File: src/rtl/q2_bus_pkg.sv
// rtl/q2_bus_pkg.sv - shared state encoding and parameter defaults for the Q2 bus responder
package q2_bus_pkg;

   localparam logic [11:0] IO_ADDR_DEF  = 12'hFFF;
   localparam logic [15:0] DEBOUNCE_DEF = 16'd50000;

   typedef enum logic [3:0] {
      ST_IDLE         = 4'd0,
      ST_RD_ADDR      = 4'd1,
      ST_RD_DATA      = 4'd2,
      ST_RD_HOLD      = 4'd3,
      ST_WR           = 4'd4,
      ST_WR_HOLD      = 4'd5,
      ST_FP_DEP       = 4'd6,
      ST_FP_EXAM      = 4'd7,
      ST_FP_EXAM_DATA = 4'd8
   } q2_state_e;

endpackage

File: src/rtl/q2_sync_debounce.sv
// rtl/q2_sync_debounce.sv - two-flop synchronizer, stability filter and rising-edge pulse for one switch
module q2_sync_debounce
   import q2_bus_pkg::*;
#(
   parameter logic [15:0] DEBOUNCE = DEBOUNCE_DEF
) (
   input  logic clk,
   input  logic rst,
   input  logic din,
   output logic rise
);

   logic [1:0]  sync;
   logic        level;
   logic [15:0] cnt;

   always_ff @(posedge clk or posedge rst) begin
      if (rst) begin
         sync  <= 2'b00;
         level <= 1'b0;
         cnt   <= '0;
         rise  <= 1'b0;
      end else begin
         sync <= {sync[0], din};
         rise <= 1'b0;
         // the counter only runs while the synced input disagrees with the accepted level
         if (sync[1] == level) begin
            cnt <= '0;
         end else if (cnt >= DEBOUNCE - 16'd1) begin
            cnt   <= '0;
            level <= sync[1];
            rise  <= sync[1];
         end else begin
            cnt <= cnt + 16'd1;
         end
      end
   end

endmodule

File: src/rtl/q2_bus_responder.sv
// rtl/q2_bus_responder.sv - Q2 CPU bus memory/IO responder with front-panel deposit/examine
// Optional panel address pointer with auto-increment: define Q2_FP_AUTOINC_EN.
module q2_bus_responder
   import q2_bus_pkg::*;
#(
   parameter int                ADDR_W   = 12,
   parameter int                DATA_W   = 8,
   parameter logic [ADDR_W-1:0] IO_ADDR  = ADDR_W'(IO_ADDR_DEF),
   parameter logic [15:0]       DEBOUNCE = DEBOUNCE_DEF
) (
   input  logic              clk,
   input  logic              rst,
   input  logic [ADDR_W-1:0] cpu_addr,
   input  logic              cpu_rd,
   input  logic              cpu_nwr,
   input  logic              cpu_io,
   input  logic [DATA_W-1:0] dbus_in,
   output logic [DATA_W-1:0] dbus_out,
   output logic              dbus_oe,
   output logic              cpu_ws,
   output logic [ADDR_W-1:0] mem_addr,
   output logic [DATA_W-1:0] mem_wdata,
   output logic              mem_we,
   input  logic [DATA_W-1:0] mem_rdata,
   input  logic [DATA_W-1:0] io_in,
   output logic [DATA_W-1:0] io_out,
   input  logic              fp_run,
   input  logic [ADDR_W-1:0] fp_addr_sw,
   input  logic [DATA_W-1:0] fp_data_sw,
   input  logic              fp_dep_sw,
   input  logic              fp_exam_sw,
   input  logic              fp_load_sw,
   output logic [ADDR_W-1:0] fp_addr_lamp,
   output logic [DATA_W-1:0] fp_data_lamp
);

   q2_state_e         state, state_nx;

   logic [1:0]        rd_sync, nwr_sync, io_sync, run_sync;
   logic [ADDR_W-1:0] fa_meta, fa_s;
   logic [DATA_W-1:0] fd_meta, fd_s;
   logic              rd_s, nwr_s, io_s, run_s;

   logic              dep_rise, exam_rise;
   logic              dep_pend, exam_pend, panel_take;
   logic [ADDR_W-1:0] panel_addr;

   logic [ADDR_W-1:0] addr_q;
   logic              io_hit_q;
   logic              cpu_hit;
   logic [DATA_W-1:0] dbus_q;
   logic [DATA_W-1:0] rd_src;

   // cpu_nwr is active low, so its synchronizer idles high
   always_ff @(posedge clk or posedge rst) begin
      if (rst) begin
         rd_sync  <= 2'b00;
         nwr_sync <= 2'b11;
         io_sync  <= 2'b00;
         run_sync <= 2'b00;
         fa_meta  <= '0;
         fa_s     <= '0;
         fd_meta  <= '0;
         fd_s     <= '0;
      end else begin
         rd_sync  <= {rd_sync[0], cpu_rd};
         nwr_sync <= {nwr_sync[0], cpu_nwr};
         io_sync  <= {io_sync[0], cpu_io};
         run_sync <= {run_sync[0], fp_run};
         fa_meta  <= fp_addr_sw;
         fa_s     <= fa_meta;
         fd_meta  <= fp_data_sw;
         fd_s     <= fd_meta;
      end
   end

   assign rd_s  = rd_sync[1];
   assign nwr_s = nwr_sync[1];
   assign io_s  = io_sync[1];
   assign run_s = run_sync[1];

   q2_sync_debounce #(.DEBOUNCE(DEBOUNCE)) u_dep (
      .clk  (clk),
      .rst  (rst),
      .din  (fp_dep_sw),
      .rise (dep_rise)
   );

   q2_sync_debounce #(.DEBOUNCE(DEBOUNCE)) u_exam (
      .clk  (clk),
      .rst  (rst),
      .din  (fp_exam_sw),
      .rise (exam_rise)
   );

   assign panel_take = (state == ST_IDLE) && !run_s && (dep_pend || exam_pend);

   // pending requests bridge a panel edge that lands while a CPU cycle is still finishing
   always_ff @(posedge clk or posedge rst) begin
      if (rst) begin
         dep_pend  <= 1'b0;
         exam_pend <= 1'b0;
      end else if (run_s || panel_take) begin
         dep_pend  <= 1'b0;
         exam_pend <= 1'b0;
      end else begin
         if (dep_rise)  dep_pend  <= 1'b1;
         if (exam_rise) exam_pend <= 1'b1;
      end
   end

`ifdef Q2_FP_AUTOINC_EN
   logic              load_rise;
   logic [ADDR_W-1:0] fp_ptr;

   q2_sync_debounce #(.DEBOUNCE(DEBOUNCE)) u_load (
      .clk  (clk),
      .rst  (rst),
      .din  (fp_load_sw),
      .rise (load_rise)
   );

   always_ff @(posedge clk or posedge rst) begin
      if (rst) begin
         fp_ptr <= '0;
      end else if (!run_s && load_rise) begin
         fp_ptr <= fa_s;
      end else if (panel_take) begin
         fp_ptr <= fp_ptr + ADDR_W'(1);
      end
   end

   assign panel_addr = fp_ptr;
`else
   logic unused_load;
   assign unused_load = fp_load_sw;
   assign panel_addr  = fa_s;
`endif

   assign cpu_hit  = io_s && (cpu_addr == IO_ADDR);
   assign rd_src   = io_hit_q ? io_in : mem_rdata;
   assign dbus_out = (state == ST_RD_DATA) ? rd_src : dbus_q;

   always_comb begin
      state_nx = state;
      case (state)
         ST_IDLE: begin
            if (run_s) begin
               if (!nwr_s)    state_nx = ST_WR;
               else if (rd_s) state_nx = ST_RD_ADDR;
            end else begin
               if (dep_pend)       state_nx = ST_FP_DEP;
               else if (exam_pend) state_nx = ST_FP_EXAM;
            end
         end
         ST_RD_ADDR:      state_nx = ST_RD_DATA;
         ST_RD_DATA:      state_nx = ST_RD_HOLD;
         ST_RD_HOLD:      if (!rd_s) state_nx = ST_IDLE;
         ST_WR:           state_nx = ST_WR_HOLD;
         ST_WR_HOLD:      if (nwr_s) state_nx = ST_IDLE;
         ST_FP_DEP:       state_nx = ST_IDLE;
         ST_FP_EXAM:      state_nx = ST_FP_EXAM_DATA;
         ST_FP_EXAM_DATA: state_nx = ST_IDLE;
         default:         state_nx = ST_IDLE;
      endcase
   end

   always_ff @(posedge clk or posedge rst) begin
      if (rst) begin
         state        <= ST_IDLE;
         addr_q       <= '0;
         io_hit_q     <= 1'b0;
         dbus_q       <= '0;
         dbus_oe      <= 1'b0;
         cpu_ws       <= 1'b0;
         mem_addr     <= '0;
         mem_wdata    <= '0;
         mem_we       <= 1'b0;
         io_out       <= '0;
         fp_addr_lamp <= '0;
         fp_data_lamp <= '0;
      end else begin
         state   <= state_nx;
         mem_we  <= 1'b0;
         cpu_ws  <= (state_nx == ST_RD_DATA) || (state_nx == ST_RD_HOLD) ||
                    (state_nx == ST_WR_HOLD);
         dbus_oe <= (state_nx == ST_RD_DATA) || (state_nx == ST_RD_HOLD);
         case (state)
            ST_IDLE: begin
               if (state_nx == ST_WR || state_nx == ST_RD_ADDR) begin
                  addr_q   <= cpu_addr;
                  io_hit_q <= cpu_hit;
                  if (!cpu_hit) mem_addr <= cpu_addr;
               end else if (state_nx == ST_FP_DEP || state_nx == ST_FP_EXAM) begin
                  addr_q   <= panel_addr;
                  io_hit_q <= 1'b0;
                  mem_addr <= panel_addr;
                  if (state_nx == ST_FP_DEP) begin
                     mem_wdata <= fd_s;
                     mem_we    <= 1'b1;
                  end
               end
            end
            ST_RD_DATA: begin
               dbus_q       <= rd_src;
               fp_addr_lamp <= addr_q;
               fp_data_lamp <= rd_src;
            end
            ST_RD_HOLD: begin
               if (state_nx == ST_IDLE) dbus_q <= '0;
            end
            ST_WR: begin
               // an IO hit goes to the output latch and never touches RAM
               if (io_hit_q) begin
                  io_out <= dbus_in;
               end else begin
                  mem_wdata <= dbus_in;
                  mem_we    <= 1'b1;
               end
               fp_addr_lamp <= addr_q;
               fp_data_lamp <= dbus_in;
            end
            ST_FP_DEP: begin
               fp_addr_lamp <= addr_q;
               fp_data_lamp <= mem_wdata;
            end
            ST_FP_EXAM_DATA: begin
               fp_addr_lamp <= addr_q;
               fp_data_lamp <= mem_rdata;
            end
            default: begin
            end
         endcase
      end
   end

endmodule

File: config.mk
export PLATFORM = sky130hd
export DESIGN_NAME = q2_bus_responder
export DESIGN_NICKNAME = d
export VERILOG_FILES = /design/src/rtl/q2_bus_pkg.sv /design/src/rtl/q2_sync_debounce.sv /design/src/rtl/q2_bus_responder.sv
export SDC_FILE = /design/constraint.sdc
export NUM_CORES = 1
export LEC_CHECK = 0
export ABC_CLOCK_PERIOD_IN_PS = 16000
export CAP_MARGIN = 20
export CORE_MARGIN = 2
export CORE_UTILIZATION = 45
export DETAILED_ROUTE_END_ITERATION = 10
export MAX_ROUTING_LAYER = met4
export PLACE_DENSITY = 0.68
export SETUP_SLACK_MARGIN = 0.3
export SYNTH_ARGS = -nofsm -noshare
export SYNTH_HDL_FRONTEND = slang
export SYNTH_SLANG_ARGS = --single-unit
File: constraint.sdc
create_clock -name clk -period 16 [get_ports clk]
set_input_delay 2.4 -clock clk [delete_from_list [all_inputs] [get_ports clk]]
set_output_delay 2.4 -clock clk [all_outputs]
set_load 0.01 [all_outputs]
Word level (Yosys, flattened, before mapping)
Index checks and enable logic that the tools add are counted.
{"block": "op_classes", "n_div": 0, "n_reduce_logical": 26, "mul": 0, "n_eq_ne": 24, "bitwise": 2, "n_shift": 0, "muxes": 41, "n_lt_le_gt_ge": 2, "add_sub_neg": 2}
{"cell": "$mux 16", "n": 4}
{"cell": "$mux 8", "n": 7}
{"cell": "$mux 12", "n": 4}
{"cell": "$add 16x1->16 const B", "n": 2}
{"cell": "$eq 4x3->1 const B", "n": 8}
{"cell": "$ge 16x16->1 const B", "n": 2}
{"cell": "$pmux 8 s2", "n": 2}
{"cell": "$pmux 8 s4", "n": 1}
{"cell": "$mux 4", "n": 7}
{"cell": "$pmux 4 s7", "n": 1}
{"cell": "$eq 4x2->1 const B", "n": 4}
{"cell": "$mux 1", "n": 14}
{"cell": "$eq 12x12->1 const B", "n": 1}
{"cell": "$reduce_and 2->1", "n": 5}
{"cell": "$reduce_bool 2->1", "n": 5}
{"cell": "$eq 4x1->1 const B", "n": 2}
{"cell": "$logic_not 4->1", "n": 2}
{"cell": "$ne 2x2->1 const B", "n": 4}
{"cell": "$logic_or 1x1->1", "n": 6}
{"cell": "$reduce_and 5->1", "n": 1}
{"cell": "$eq 4x4->1 const B", "n": 1}
{"cell": "$ne 2x1->1 const B", "n": 2}
{"cell": "$reduce_bool 4->1", "n": 1}
{"cell": "$reduce_or 4->1", "n": 1}
{"cell": "6 further kinds", "n": 10}
{"block": "totals", "reg_bits": 166, "mem_bits_rw": 0, "elab_cells": 127, "output_inout_bits": 59, "mem_count": 0, "rom_bits": 0, "latch_bits": 0}

Logic depth before layout (Yosys ltp)
{"block": "depth", "ltp_word": 9, "mapped_depth": 10, "mapped_depth_nobuf": 8}

Cells and area by module
Synthesis repeated with hierarchy kept, for this count alone.
{"block": "unflattened", "hier_cells": 592, "hier_area_um2": 7211.9}
{"module": "q2_bus_responder", "area_each_um2": 5250.0, "cells_each": 414, "n_inst": 1}
{"module": "q2_sync_debounce", "area_each_um2": 980.9, "cells_each": 89, "n_inst": 2}

Worst setup path before layout
No wires, ideal clock.
{"block": "synth_path", "kind": "in2out", "startpoint": "in io_in[1]", "endpoint": "out dbus_out[1]", "stages": 3, "arrival_ns": 2.796, "n_path_buf": 0, "path_slack_ns": 10.804, "cell_sequence": "mux2_2 > nand2_1 > nand2_1"}
{"block": "synth_via", "elab_chain_cells": 2}
{"item": "from (decl)", "line_no": "q2_bus_responder.sv:25", "rtl": "input logic [DATA_W-1:0] io_in,"}
{"item": "$mux 8", "line_no": "q2_bus_responder.sv:141", "rtl": "assign rd_src = io_hit_q ? io_in : mem_rdata;"}
{"item": "$mux 8", "line_no": "q2_bus_responder.sv:142", "rtl": "assign dbus_out = (state == ST_RD_DATA) ? rd_src : dbus_q;"}
{"item": "to (decl)", "line_no": "q2_bus_responder.sv:18", "rtl": "output logic [DATA_W-1:0] dbus_out,"}
Every way passes these cells.

Worst setup path in the final report
Ends and elaborated chain as after synthesis.

==> summary.txt <==
Yosys
  – Syn avg cell area: between 10 and 15 µm²
  – Synth top area share: 61.9%
  – Syn. warnings: 0
  – EDFF count, synth: 0
  – Ys flop type: dfrtp_1
  – Sequential-to-total area share from yosys stat: a little over three fifths
  – Async set-or-reset flop fraction in the synthesized netlist: 100%
  – Largest cells by area after synthesis: dfrtp_1, mux2i_1, mux2_2
  – Synth Register Bits: about 170
  – Synth cell types: 56
  – Yosys top cell by area: dfrtp_1
  – Mapped Nets: around 600
  – Mapped Area: around 6600 µm²
  – Synth Instances: around 550

Floorplanning
  – Core Area: 14,500 µm²
  – Row cnt: 44
  – Die ar.: between 15,000 and 20,000 µm²
  – IO Count: roughly 120
  – Die H: about 130 µm
  – Initial Util: 45.8%
  – Die width: 125 µm

GRT
  – First-pass GRT wire length: 23.8 mm
  – Grt ovf: 0
  – Vias in the first global route: ~4,800
  – Initial antenna violation count: 0
  – Largest net degree at the start of global routing: between 100 and 150
  – GRT Total Usage: between 10% and 20%

STA
  – Peak Freq: around 0.16 GHz
  – Slew of the pin with the lowest slew margin: between 1 and 1.5 ns
  – Setup violators final: 0
  – Setup TNS: 0 ns
  – Final hold violation count: 0
  – Worst slew margin: a little under a third
  – RSZ-0062 raised after global routing: false
  – Fin worst setup slack: between 9 and 10 ns
  – Clock Skew: 0.00787 ns
  – Period utilization: around 39%
  – Min Tclk post-route: a little over 6 ns
  – Fin. max-slew vios: 0

Worst setup path
  – Crit path launch type: primary input
  – Crit path capture type: primary output
  – Worst Reg-to-Reg Cells: 4
  – Setup Crit Path Kind: in2out
  – Worst path arrival time: 3.82 ns
  – Critical Path RT: about 14 ns
  – CP Max Fanout: 2

Final layout
  – Commonest non-fill, non-tap cell in the layout: dfrtp_1
  – Layout cell share with drive strength beyond 1: between 10% and 20%
  – Layout net count: between 700 and 800
  – Fill cells: roughly 1,200
  – Diode count: 0
  – Seq. cell area: 4160 µm²
  – Commonest non-fill, non-tap cells in the layout: dfrtp_1, clkdlybuf4s50_1, nor2_1
  – Footprint of the multi-input gates: approximately 2300 µm²
  – Area growth from synthesis to layout: 30.1%

Drt
  – Vias: between 4,000 and 5,000
  – Post-route antenna net violation count: 0
  – WL final: 14.3 mm
  – Number of iterations in the first detailed-routing pass: 6
  – Drc violations: 0
  – Iter 0 DRT Violations: 292
  – Vias per cell: roughly 5.3
  – Avg WL per Cell: approximately 16 µm

Hold path
  – Worst hold stages: 0
  – Hold Crit Class: reg2reg

Power
  – LEAKAGE: around 3.8 nW
  – Pwr Total: ~0.0016 W
  – Worst vdd ir: 0.0867 mV
  – Cell Pwr Density: about 190 nW/µm²

Clocking
  – CTS tree: done
  – Clock sink count: 166
  – Bufs on Longest Clock Path: 2
  – Worst skew pair latency: around 0.43 ns
  – Clk pin slew, worst setup/hold paths: approximately 0.06 ns
  – Root Buffer: clkbuf_16
  – Num CTS Buffers: 17
  – Post-CTS sizing: 0
  – Post-CTS Hold Buffers: 0
  – Setup bufs post-CTS: 0
  – H-tree level count: 4

Status
  – Status: complete, no violations

Placement
  – Post-Place Setup Slack: ~9.8 ns
  – Dpl hpwl: about 10 mm
  – Buffers added on ports: between 100 and 150
  – GP Congestion: approximately 0.85

Run
  – Max-cap violations: 0
==> per-stage QoR <==
step / hold slack [ns] / util (%) / area, µm² / instances
2_1_floorplan: 0.331 / - / 6630 / 549
3_3_place_gp: 0.332 / 55.1 / 7970 / 838
3_5_place_dp: 0.335 / 55.1 / 7970 / 838
4_1_cts: 0.350 / 59.3 / 8580 / 870
5_1_grt: 0.356 / 59.5 / 8620 / 872
6_report: 0.348 / 59.5 / 8620 / 872
==> synth_stat cells, types with 2 or more instances <==
cell and number:
dfrtp_1 164, nor2_1 62, nand2_1 52, mux2i_1 35, mux2_2 26, nand3_1 25
a21oi_1 23, xor2_1 20, o21ai_0 17, inv_1 16, and3_1 9, xnor2_1 8
buf_2 7, a222oi_1 6, nor3_1 6, clkbuf_1 5, o21a_1 5, nand2b_1 4
nand4_1 4, a211oi_1 3, and2_1 3, nor3b_1 3, nor4_1 3, or3_1 3
a21boi_1 2, a21o_1 2, a31oi_1 2, buf_4 2, buf_6 2, dfstp_2 2
ha_1 2, nor2b_1 2
==> layout make-up <==
class	instances	share of cell area [%]
clock inverters	14	2.06
multi-input cells	348	26.5
inverters	16	0.755
clock buffers	18	4.98
flip-flops and latches	166	48.2
repair buffers	126	14.8
well taps	184	2.67
==> worst max-delay path, stage by stage <==
cell,delay (ns)
clkdlybuf4s50_1,0.47
mux2_2,0.31
nand2_1,0.08
nand2_1,0.06
clkdlybuf4s50_1,0.50
==> path summary, 6_finish.rpt <==
check | start | end | slack [ns]
worst max-delay path | io_in[1] | dbus_out[1] | 9.78
worst min-delay path | fa_meta[0] | fa_s[0] | 0.35
worst max register to register | state[3] | fp_addr_lamp[3] | 13.49
worst min register to register | fa_meta[0] | fa_s[0] | 0.35
max in group asynchronous | rst | io_out[1] | 12.26
min in group asynchronous | rst | u_exam.sync[0] | 2.40
==> power by group <==
group / switching (W) / internal, W / leakage [nW]
clock network: 0.000167 / 0.000247 / 0.283
logic: 0.000282 / 0.000303 / 1.53
registers: 0.0000722 / 0.000527 / 2.01
==> flip-flops by register name (all words and copies together), names as in the netlist, 12 cells and up <==
name	count
mem_addr	12
addr_q	12
u_dep.cnt	16
fp_addr_lamp	12
u_exam.cnt	16
fa_s	12
fa_meta	12
==> cells by family (layout without fill, tap and decap cells) <==
| kind of cell | count (synthesis) | after routing | share of synthesized area [%] |
|---|---|---|---|
| buf+inv | 35 | 174 | 2.87 |
| flops | 166 | 166 | 62.7 |
| compound gates | 72 | 72 | 7.49 |
| simple gates | 185 | 185 | 13.1 |
| xor+xnor | 28 | 28 | 3.70 |
| mux | 61 | 61 | 9.70 |
| fa+ha+maj | 2 | 2 | 0.378 |
==> per-layer routing <==
metal  track usage [%]  up-vias  routed length (µm)
li1                  -     2139                   -
met1              24.9     2274                6210
met2              31.1      176                6920
met3              4.96       23                 880
met4              6.73        0                 247
met5                 -        -                   0
Note: power is estimated with default switching activity, not from simulation.
==> patch, RTL diff (config.mk and constraints unchanged) <==
The option `Q2_FP_AUTOINC_EN` is turned on by a define.
--- a/src/rtl/q2_bus_responder.sv
+++ b/src/rtl/q2_bus_responder.sv
@@ -1,5 +1,7 @@
 // rtl/q2_bus_responder.sv - Q2 CPU bus memory/IO responder with front-panel deposit/examine
 // Optional panel address pointer with auto-increment: define Q2_FP_AUTOINC_EN.
+`define Q2_FP_AUTOINC_EN
+
 module q2_bus_responder
    import q2_bus_pkg::*;
 #(
Behaviour: same outputs for any inputs over 10 cycles, from zero or initial values and one cycle with rst high; that may be too few to reach the edited logic, so the function may still have changed.
==> patch against the unedited design <==
Sequential cell count up 32; setup slack better by 0.057 ns; total power up 8.5%; final area up 23%; area after synthesis up 29%; combinational power up 6.0%; final cell count up 30%; routed wire length up 22%; critical endpoint is now dbus_out[0]; largest cell class unchanged.
==> patch: results (changes against the unedited design) <==
Routing
The detailed-routed wire length on met2 is 8300 um (was 6920 um). The number of iterations in the first detailed-routing pass was 5 (was 6). The met1 layer wirelength in the final routing is 8290 um (was 6210 um).

The DRC marker count from the first detailed-route iteration was 391 (was 292). The detailed route wirelength on metal3 is 467 um (was 880 um). The wire length per cell after detailed routing is 15.3 um (was 16.4 um).

The via count normalized by instance count was 5.20 (was 5.29).

GRT
The met2 usage came to 28.6% (was 31.1%). The global-route usage over all layers is 18.8% (was 19.7%). The met1 track demand over resource is 25.7% (was 24.9%). The wire length of the first global-routing pass is 29200 um (was 23800 um). The met3 layer usage reported by global route is 3.33% (was 4.96%). The via count of the first global-routing pass is 5652 (was 4756).

Logic synthesis
Dominant cells by area after synthesis: sky130_fd_sc_hd__dfrtp_1, sky130_fd_sc_hd__nor2_1, sky130_fd_sc_hd__mux2_2, sky130_fd_sc_hd__nand2_1, sky130_fd_sc_hd__xor2_1 (was sky130_fd_sc_hd__dfrtp_1, sky130_fd_sc_hd__mux2i_1, sky130_fd_sc_hd__mux2_2, sky130_fd_sc_hd__nor2_1, sky130_fd_sc_hd__nand2_1). Top cells by count, synth: sky130_fd_sc_hd__dfrtp_1, sky130_fd_sc_hd__nor2_1, sky130_fd_sc_hd__nand2_1, sky130_fd_sc_hd__mux2_2, sky130_fd_sc_hd__xor2_1 (was sky130_fd_sc_hd__dfrtp_1, sky130_fd_sc_hd__nor2_1, sky130_fd_sc_hd__nand2_1, sky130_fd_sc_hd__mux2i_1, sky130_fd_sc_hd__mux2_2). The number of distinct library cell variants in the gate-level netlist after synthesis was 61 (was 56).

The synthesized net count is 836 (was 616). The proportion of synthesized chip area in sequential cells came to 57.8% (was 62.7%).

Pwr
The combinational power share is 35.7% (was 36.6%). The maximum resistive drop on vdd is 0.0000783 V (was 0.0000867 V). The switching component of the power is 0.000536 W (was 0.000521 W). The leakage power is 4.58 nW (was 3.82 nW).

Placed design
The estimated wirelength of the detail-placed design is 12000 um (was 9870 um). The number of input and output port buffers inserted is 123 (was 122). The total cell area at the placement stage was 9980 um^2 (was 7970 um^2).

Run status
Result of the run: finished clean (unchanged).

STA
The worst clock skew on the final layout is 0.0123 ns (was 0.00787 ns). The slew at the pin with the worst max-slew slack is 1.04 ns (about the same).

Worst setup path
The start point of the critical path is mem_rdata[0] (was io_in[1]). The arrival time at the worst endpoint was 3.76 ns (was 3.82 ns).

Final layout
Largest registers ranked by flip-flop count: u_dep.cnt: 16 flops, u_exam.cnt: 16 flops, u_load.cnt: 16 flops (was u_dep.cnt: 16 flops, u_exam.cnt: 16 flops). The final non-filler cell area came to 10600 um^2 (was 8620 um^2).
==> patch: cell count changes after synthesis, moves of 9 or more <==
cell,before,now
sky130_fd_sc_hd__clkbuf_1,5,14
sky130_fd_sc_hd__dfrtp_1,164,196
sky130_fd_sc_hd__mux2_2,26,35
sky130_fd_sc_hd__mux2i_1,35,14
sky130_fd_sc_hd__nand2_1,52,69
sky130_fd_sc_hd__nand4_1,4,22
sky130_fd_sc_hd__nor2_1,62,112
sky130_fd_sc_hd__o22a_1,1,11
sky130_fd_sc_hd__o31ai_1,0,12
sky130_fd_sc_hd__xnor2_1,8,25
==> patch: logic make-up (layout without fill, tap and decap cells) <==
logic type / Yosys count / after routing / share of synthesized area, %
and+or+nand+nor: 288 / 288 / 16.0
DFF: 198 / 198 / 57.8
AOI/OAI and AO/OA: 120 / 120 / 9.97
muxes: 57 / 57 / 7.63
xor gates and xnor gates: 53 / 53 / 5.42
buffers and inverters: 47 / 179 / 2.54
adders and majority gates: 4 / 4 / 0.584
==> patch: critical path, cell delays in order <==
cell                              delay, ns
sky130_fd_sc_hd__clkdlybuf4s50_1       0.49
sky130_fd_sc_hd__mux2i_1               0.08
sky130_fd_sc_hd__nand2_1               0.12
sky130_fd_sc_hd__o21a_1                0.14
sky130_fd_sc_hd__clkdlybuf4s50_1       0.53
==> patch: path summary, 6_finish.rpt <==
check	slack (ns)	endpoint	cells past startpoint
min reg2reg	0.35	fa_s[0]	0
max	9.84	dbus_out[0]	5
max reg2reg	13.07	addr_q[10]	5
max in group asynchronous	12.30	addr_q[8]	4
min	0.35	fa_s[0]	0
min in group asynchronous	2.53	run_sync[0]	2
==> patch: metrics by stage <==
| stage | power (W) | cells | utilization [%] | setup slack, ns |
|---|---|---|---|---|
| after floorplan | 0.00106 | 767 | - | 8.21 |
| after global placement | 0.00129 | 1098 | 53.4 | 9.87 |
| after detailed placement | 0.00130 | 1098 | 53.4 | 9.84 |
| after CTS | 0.00175 | 1130 | 56.7 | 9.84 |
| after global routing | 0.00184 | 1133 | 56.9 | 9.76 |
| final | 0.00173 | 1133 | 56.9 | 9.84 |
==> patch: area by class of cell <==
cell class,instances,area (um^2)
clock buffers,19,443
clock inverters,13,170
fillers,1596,8060
inverters,18,75.1
multi-input cells,522,3410
flip-flops and latches,198,4960
well taps,234,293
repair buffers,129,1300
==> patch: power groups by stage <==
stage / Sequential, W / Clock, W / Combinational (W)
6_report: 0.000674 / 0.000440 / 0.000620
5_1_grt: 0.000688 / 0.000476 / 0.000674
3_3_place_gp: 0.000681 / 0 / 0.000613
3_5_place_dp: 0.000684 / 0 / 0.000618
2_1_floorplan: 0.000687 / 0 / 0.000369
4_1_cts: 0.000675 / 0.000451 / 0.000621
